==> src/rtl/dmem_pkg.sv <==
// Shared types and constants for the data-memory arbiter.
package dmem_pkg;

    typedef enum logic [1:0] {
        IDLE   = 2'd0,
        ACCESS = 2'd1,
        RESP   = 2'd2
    } state_e;

    localparam logic [3:0] SZ_BYTE = 4'd1;
    localparam logic [3:0] SZ_HALF = 4'd2;

    // A request is illegal for an unsupported size or a misaligned halfword.
    function automatic logic req_illegal(input logic [3:0] size, input logic addr_lsb);
        return !((size == SZ_BYTE) || (size == SZ_HALF)) ||
               ((size == SZ_HALF) && addr_lsb);
    endfunction

endpackage

==> src/rtl/rr_arbiter2.sv <==
// Two-way round-robin grant; the requester not granted most recently wins a tie.
module rr_arbiter2 (
    input  logic [1:0] valid_i,
    input  logic       last_i,
    output logic [1:0] grant_o
);

    // One-hot grant; no request means no grant.
    always_comb begin
        grant_o = 2'b00;
        case (valid_i)
            2'b01:   grant_o = 2'b01;
            2'b10:   grant_o = 2'b10;
            2'b11:   grant_o = last_i ? 2'b01 : 2'b10;
            default: grant_o = 2'b00;
        endcase
    end

endmodule

==> src/rtl/dmem_arbiter.sv <==
// Arbitrates a CPU (port 0) and an aux unit (port 1) onto one data memory.
// One transaction in flight: IDLE accepts, ACCESS drives memory for one
// cycle, RESP holds the response until the owner takes it.
module dmem_arbiter
    import dmem_pkg::*;
#(
    parameter int ADDR_W = 16,
    parameter int DATA_W = 16
) (
    input  logic                   clk,
    input  logic                   reset,
    input  logic [1:0]             req_valid,
    output logic [1:0]             req_ready,
    input  logic [1:0]             req_we,
    input  logic [1:0][ADDR_W-1:0] req_addr,
    input  logic [1:0][DATA_W-1:0] req_wdata,
    input  logic [1:0][3:0]        req_size,
    output logic [1:0]             rsp_valid,
    input  logic [1:0]             rsp_ready,
    output logic [DATA_W-1:0]      rsp_rdata,
    output logic                   rsp_err,
    output logic [ADDR_W-1:0]      mem_address,
    output logic                   mem_write_enable,
    output logic                   mem_read_enable,
    output logic [DATA_W-1:0]      mem_write_data,
    output logic [3:0]             mem_xfer_size,
    input  logic [DATA_W-1:0]      mem_read_data
);

    state_e              state_q, state_d;
    logic                ptr_q, ptr_d;
    logic                owner_q, owner_d;
    logic                we_q, we_d;
    logic [ADDR_W-1:0]   addr_q, addr_d;
    logic [DATA_W-1:0]   wdata_q, wdata_d;
    logic [3:0]          size_q, size_d;
    logic                err_q, err_d;
    logic [DATA_W-1:0]   rdata_q, rdata_d;

    logic [1:0]          grant;
    logic [1:0]          req_ready_c;
    logic [1:0]          rsp_valid_c;
    logic                mem_we_c, mem_re_c;
    logic                sel;

    rr_arbiter2 u_rr (
        .valid_i (req_valid),
        .last_i  (ptr_q),
        .grant_o (grant)
    );

    assign sel = grant[1];

    // Next-state, request latching and per-state output decode.
    always_comb begin
        state_d     = state_q;
        ptr_d       = ptr_q;
        owner_d     = owner_q;
        we_d        = we_q;
        addr_d      = addr_q;
        wdata_d     = wdata_q;
        size_d      = size_q;
        err_d       = err_q;
        rdata_d     = rdata_q;
        req_ready_c = 2'b00;
        rsp_valid_c = 2'b00;
        mem_we_c    = 1'b0;
        mem_re_c    = 1'b0;
        case (state_q)
            IDLE: begin
                req_ready_c = grant & req_valid;
                if (|req_ready_c) begin
                    owner_d = sel;
                    ptr_d   = sel;
                    we_d    = req_we[sel];
                    addr_d  = req_addr[sel];
                    wdata_d = req_wdata[sel];
                    size_d  = req_size[sel];
                    if (req_illegal(req_size[sel], req_addr[sel][0])) begin
                        // Illegal requests skip memory and answer with an error.
                        err_d   = 1'b1;
                        rdata_d = '0;
                        state_d = RESP;
                    end else begin
                        err_d   = 1'b0;
                        state_d = ACCESS;
                    end
                end
            end
            ACCESS: begin
                mem_we_c = we_q;
                mem_re_c = !we_q;
                if (we_q)
                    rdata_d = '0;
                else if (size_q == SZ_BYTE)
                    rdata_d = DATA_W'(mem_read_data[7:0]);
                else
                    rdata_d = mem_read_data;
                state_d = RESP;
            end
            RESP: begin
                rsp_valid_c[owner_q] = 1'b1;
                if (rsp_ready[owner_q])
                    state_d = IDLE;
            end
            default: state_d = IDLE;
        endcase
    end

    // State and latched-request registers with synchronous active-low reset.
    always_ff @(posedge clk) begin
        if (!reset) begin
            state_q <= IDLE;
            ptr_q   <= 1'b1;
            owner_q <= 1'b0;
            we_q    <= 1'b0;
            addr_q  <= '0;
            wdata_q <= '0;
            size_q  <= '0;
            err_q   <= 1'b0;
            rdata_q <= '0;
        end else begin
            state_q <= state_d;
            ptr_q   <= ptr_d;
            owner_q <= owner_d;
            we_q    <= we_d;
            addr_q  <= addr_d;
            wdata_q <= wdata_d;
            size_q  <= size_d;
            err_q   <= err_d;
            rdata_q <= rdata_d;
        end
    end

    // Reset forces every control/response output low immediately, which also
    // kills a write that is mid-ACCESS when reset arrives.
    assign req_ready        = req_ready_c & {2{reset}};
    assign rsp_valid        = rsp_valid_c & {2{reset}};
    assign mem_write_enable = mem_we_c & reset;
    assign mem_read_enable  = mem_re_c & reset;
    assign rsp_rdata        = rdata_q & {DATA_W{reset}};
    assign rsp_err          = err_q & reset;

    assign mem_address    = addr_q;
    assign mem_write_data = wdata_q;
    assign mem_xfer_size  = size_q;

endmodule

==> config.mk <==
export PLATFORM = sky130hd
export DESIGN_NAME = dmem_arbiter
export DESIGN_NICKNAME = d
export VERILOG_FILES = /design/src/rtl/dmem_pkg.sv /design/src/rtl/rr_arbiter2.sv /design/src/rtl/dmem_arbiter.sv
export SDC_FILE = /design/constraint.sdc
export NUM_CORES = 1
export LEC_CHECK = 0
export ABC_AREA = 1
export ABC_CLOCK_PERIOD_IN_PS = 4270
export CELL_PAD_IN_SITES_DETAIL_PLACEMENT = 1
export CELL_PAD_IN_SITES_GLOBAL_PLACEMENT = 1
export CORE_AREA = 3 3 145 77
export CTS_CLUSTER_DIAMETER = 60
export DETAILED_ROUTE_END_ITERATION = 10
export DIE_AREA = 0 0 148 80
export GPL_ROUTABILITY_DRIVEN = 0
export GPL_TIMING_DRIVEN = 0
export PLACE_DENSITY = 0.88
export SLEW_MARGIN = 20
export SYNTH_ARGS = -nofsm -noshare
export SYNTH_HDL_FRONTEND = slang
export SYNTH_HIERARCHICAL = 1
export SYNTH_SLANG_ARGS = --single-unit
==> constraint.sdc <==
create_clock -name clk -period 4.27 [get_ports clk]
set_input_delay 1.281 -clock clk [delete_from_list [all_inputs] [get_ports clk]]
set_output_delay 1.281 -clock clk [all_outputs]
set_load 0.01 [all_outputs]
## Word level (Yosys, flattened, before mapping)

Index checks and enable logic that the tools add are counted.

| storage, ports and cells | value |
|---|---|
| bits in registers | 58 |

| operators by class | value |
|---|---|
| reductions and logical operators | 12 |
| order comparisons | 3 |
| eq/ne operators | 11 |
| bitwise gates (word level) | 7 |
| muxes and demuxes | 28 |

Operators by type and width:

| kind | number |
|---|---|
| 16-bit two-way mux | 8 |
| 16-bit case mux with 2 select lines | 1 |
| 16-bit bitwise AND | 1 |
| 2-bit two-way mux | 6 |
| 2-bit case mux with 3 select lines | 2 |
| 4-bit by 1-bit equality test with 1-bit output, second input constant | 2 |
| 1-bit two-way mux | 8 |
| 4-bit two-way mux | 2 |
| 2-bit bitwise AND | 3 |
| 2-bit equality test, second input constant | 3 |
| 2-bit inequality test, second input constant | 3 |
| 2-bit by 1-bit equality test with 1-bit output, second input constant | 2 |
| 4-bit by 2-bit equality test with 1-bit output, second input constant | 1 |
| 1-bit by 2-bit less-than comparator with 1-bit output, second input constant | 2 |
| 2-bit AND reduction | 2 |
| 1-bit bitwise AND | 3 |
| 3-bit AND reduction | 1 |
| 1-bit logical AND | 2 |
| 1-bit zero test | 2 |
| 2-bit zero test | 1 |
| 1-bit logical OR | 2 |
| 2-bit nonzero test | 1 |
| 2-bit OR reduction | 1 |
| 1-bit demux with 1-bit select | 1 |
| 1-bit >= comparator, second input constant | 1 |

## Logic depth before layout (Yosys ltp)

| logic depth | value |
|---|---|
| depth in word-level cells | 11 |
| gate-level depth with buffers | 12 |
| mapped depth without buffers | 12 |

## By module

The synthesis kept the hierarchy.

By module, submodules not included:

| module | cells an instance | instances | area an instance (µm²) |
|---|---|---|---|
| dmem_arbiter | 359 | 1 | 2,539.9 |
| rr_arbiter2 | 5 | 1 | 21.3 |

## Least setup slack after synthesis

Ideal clock, no wire load.

| path | value |
|---|---|
| path kind | input to output |
| from | input req_valid[1] |
| to | output req_ready[1] |
| path slack | 0.880 ns |
| buffers on the path | 0 |
| stages | 4 |
| required time | 2.989 ns |
| arrival time | 2.109 ns |
| path through | inv_1 > a21oi_1 > nand2_1 > nor3_1 |

| on the way | value |
|---|---|
| longest elaborated chain between the ends | 5 |
| elaborated cells between the ends (all ways) | 7 |
| classes of those cells | eq/ne (3); mux (2); bitwise (2) |

RTL lines:

| item | RTL line | text |
|---|---|---|
| start: declaration | dmem_arbiter.sv:12 | `input logic [1:0] req_valid,` |
| 2-bit equality test or 2-bit by 1-bit equality test with 1-bit output (tied branches) | rr_arbiter2.sv:11 | `case (valid_i)` |
| 2-bit case mux with 3 select lines (*) | rr_arbiter2.sv:11 |  |
| net grant[1] | dmem_arbiter.sv:40 | `logic [1:0] grant;` |
| 2-bit bitwise AND (*) | dmem_arbiter.sv:71 | `req_ready_c = grant & req_valid;` |
| 2-bit two-way mux (*) | dmem_arbiter.sv:69 | `case (state_q)` |
| 2-bit bitwise AND (*) | dmem_arbiter.sv:137 | `assign req_ready = req_ready_c & {2{reset}};` |
| end: declaration | dmem_arbiter.sv:13 | `output logic [1:0] req_ready,` |

The timed path passes the listed nets; every way through them passes the cells marked *.

## Worst setup path in the final report

| path | value |
|---|---|
| from | input reset |
| to | output rsp_valid[1] |

| on the way | value |
|---|---|
| longest elaborated chain between the ends | 1 |

RTL lines:

| item | RTL line | text |
|---|---|---|
| start: declaration | dmem_arbiter.sv:11 | `input logic reset,` |
| 2-bit bitwise AND | dmem_arbiter.sv:138 | `assign rsp_valid = rsp_valid_c & {2{reset}};` |
| end: declaration | dmem_arbiter.sv:18 | `output logic [1:0] rsp_valid,` |

Every way passes these cells.

==> impl_metrics.py <==
metrics = {
    "cts": {
        "cts_hold_buf": 0,
        "clk_pin_slew_ns": 0.05,
        "numCtsBuffers": 9,
        "clockBufferDepth": 2,
        "cts_tree": "yes",
        "cts_root_buf": "clkbuf_16",
        "cts_num_sinks": 58,
        "htreeDepth": 3,
        "cts_resized": 5,
        "cts_setup_buffers": 0,
        "insertion_delay_ns": 0.32,
    },
    "worst_setup_path": {
        "cp_data_required_time_ns": 2.99,
        "crit_type": "input port to output pin",
        "rr_startpoint": "ptr_q",
        "cp_top_family": "buffers and inverters",
        "critical_path.startpoint": "reset",
        "critPathLaunchType": "input port",
        "cp_slowest_cell": "clkdlybuf4s50_1",
        "cp_num_buf_inv": 4,
        "r2r_slack_ns": 2.44,
        "end_kind": "output pin",
        "reg2regPathDepth": 8,
        "cp_cell_sequence": "buf_2 > clkinvlp_4 > clkbuf_1 > nor2_1 > clkdlybuf4s50_1",
        "crit_path_max_incr_delay_ns": 0.57,
        "reg2reg_to": "mem_address[13]",
        "path_depth": 5,
        "crit_arrival_ns": 2.85,
        "crit_fanout": 10,
        "cp-endpoint": "rsp_valid[1]",
    },
    "synth": {
        "avgSynthCellArea_sq_um": 7.04,
        "ys_warn_count": 6,
        "netlist_instances": 364,
        "synthTopCellsByArea": "dfxtp_1 (45%), nand2_1 (15%), a31oi_1 (7.8%)",
        "netlist_area_sq_um": 2560,
        "ys_types": 27,
        "synth-main-ff-cell": "dfxtp_1",
        "synth_top_cell_area_share": 0.453,
        "async_flop_share": 0,
        "synth_edf_count": 0,
        "ys_ff_latch": 58,
        "ys_top_cells_by_count": "nand2_1 (105), dfxtp_1 (58), o21ai_0 (33)",
        "synth_nets": 460,
        "post-synth-top-area-cell": "dfxtp_1",
        "ys_seq_area_frac": 0.453,
        "synth.most_common_cell": "nand2_1",
    },
    "finish": {
        "design_area_sq_um": 4620,
        "layout.cells.non_filler": 673,
        "num-nets-final": 624,
        "post-route-util": 0.461,
        "diodes": 0,
        "drive_above_1_share": 0.0675,
        "fillCellCount": 1247,
        "area_delta_synth_final_pct": 80.4,
    },
    "run": {
        "drv_cap": 0,
    },
    "placement": {
        "place_inst": 657,
        "dpl_cell_area_sq_um": 4270,
        "pre_cts_ws_ns": -0.397,
        "portBuffers": 153,
        "hpwl_mm": 8.18,
    },
    "grt": {
        "grt_max_degree": 11,
        "antenna_found_initial": 0,
        "grt_pass1_wl_mm": 17.7,
        "grt_pass1_vias": 3493,
        "globalRoute.totalOverflow": 0,
        "grt_usage": 0.188,
    },
    "drt": {
        "drcViolationCount": 0,
        "drtIter0Drc": 179,
        "routed_via_density": 4.73,
        "firstDrtPassIters": 4,
        "wire_per_inst_um": 16.4,
        "vias": 3180,
        "drt_wl_total_mm": 11.0,
        "postRouteAntennaNets": 0,
    },
    "power": {
        "switchingPower_mw": 0.468,
        "p_seq_frac": 0.347,
        "switching_share": 0.262,
        "power_frac_clock": 0.436,
        "power_leakage_nw": 1.92,
        "vdd_drop_max_v": 0.000234,
        "combPwrFrac": 0.218,
        "p_int_mw": 1.31,
        "p_per_area_nw_per_um2": 386,
        "p_total_mw": 1.78,
    },
    "sta": {
        "layout_setup_ws_ns": 0.142,
        "min_period_ns": 4.13,
        "slew_headroom": 0.647,
        "setup-violations-final": 0,
        "fin_skew_ns": 0.00619,
        "fin_crit_sh": 0.967,
        "worst_slew_pin_slew_ns": 0.530,
        "fmax_mhz": 242,
        "final_hold_viol_count": 0,
        "rsz0062_at_grt": "no",
        "final_max_slew_viol_count": 0,
    },
    "floorplanning": {
        "fp.dieArea_sq_um": 11800,
        "core-area_sq_um": 10000,
        "rows": 26,
        "io_pins": 155,
        "start_util": 0.256,
        "dieHeight_um": 80,
        "chipWidth_um": 148,
    },
    "run_status": {
        "outcome": "finished clean",
    },
    "worst_hold_path": {
        "hold_path.class": "flop to flop",
    },
}
[how the worst min path moves through the flow]
stage / start / end / slack (ns) / cells after the start
floorplan: rdata_q[0] / rdata_q[0] / 0.45 / 2
global placement: rdata_q[5] / rdata_q[5] / 0.46 / 2
detailed placement: rdata_q[2] / rdata_q[2] / 0.47 / 2
CTS: mem_xfer_size[2] / mem_xfer_size[2] / 0.48 / 2
global route: mem_xfer_size[2] / mem_xfer_size[2] / 0.49 / 2
finish: rdata_q[1] / rdata_q[1] / 0.48 / 2
[layout by cell type, fill, tap and decap left out, types with 2 or more instances in the layout]
cell,Yosys,final
a211oi_1,2,2
nand4_1,2,2
clkinvlp_4,0,2
nand2_1,105,105
buf_1,3,3
a31oi_1,32,32
nand2_2,2,2
nand3_1,29,29
o21ai_0,33,33
clkbuf_16,0,9
a21oi_1,14,13
bufinv_16,0,2
nor2_1,8,8
dfxtp_1,58,58
inv_1,30,30
clkbuf_1,11,12
inv_2,2,2
clkdlybuf4s50_1,0,151
buf_2,8,8
clkinv_2,0,2
o21ai_1,12,12
[tightest hold or removal path: stages (launching register included)]
cell and delay (ns):
dfxtp_1 0.29, nand2_1 0.07, o21ai_1 0.07
[routing by layer]
| metal | track usage | vias to the layer above | wire (um) |
|---|---|---|---|
| met5 | 0 | - | 0 |
| met4 | 0.0876 | 0 | 381 |
| met3 | 0.0482 | 30 | 435 |
| met2 | 0.347 | 89 | 5840 |
| met1 | 0.205 | 1515 | 4380 |
| li1 | - | 1546 | - |
[power groups by stage]
stage / clock network [mW] / logic, mW / registers [mW]
2_1_floorplan: 0 / 0.136 / 0.643
3_3_place_gp: 0 / 0.376 / 0.624
3_5_place_dp: 0 / 0.384 / 0.627
4_1_cts: 0.792 / 0.391 / 0.617
5_1_grt: 0.831 / 0.425 / 0.623
6_report: 0.776 / 0.388 / 0.618
[cell families after synthesis]
| logic type | share of synthesized area |
|---|---|
| compound gates | 0.205 |
| buf+inv | 0.0894 |
| flops | 0.453 |
| simple gates | 0.253 |
[cell type report]
class | count | area, sq um | share of cell area
clock buffers | 11 | 243 | 0.0525
flip-flops and latches | 58 | 1160 | 0.251
inverters | 33 | 128 | 0.0276
multi-input cells | 249 | 1200 | 0.259
repair buffers | 153 | 1530 | 0.332
clock inverters | 5 | 77.6 | 0.0168
well taps | 140 | 175 | 0.0379
plain buffers | 24 | 105 | 0.0227
[state kept, by name (all words and copies together) (netlist names)]
name and flops:
err_q 1, mem_address 16, mem_write_data 16, mem_xfer_size 4, owner_q 1, ptr_q 1, rdata_q 16, state_q 2
we_q 1
[stage by stage]
step | TNS, ns | hold WS, ns
final | 0 | 0.475
after global routing | 0 | 0.489
after CTS | 0 | 0.478
after detailed placement | -0.397 | 0.467
after global placement | -0.362 | 0.464
after floorplan | 0 | 0.445
(Power assumes the default switching activity.)
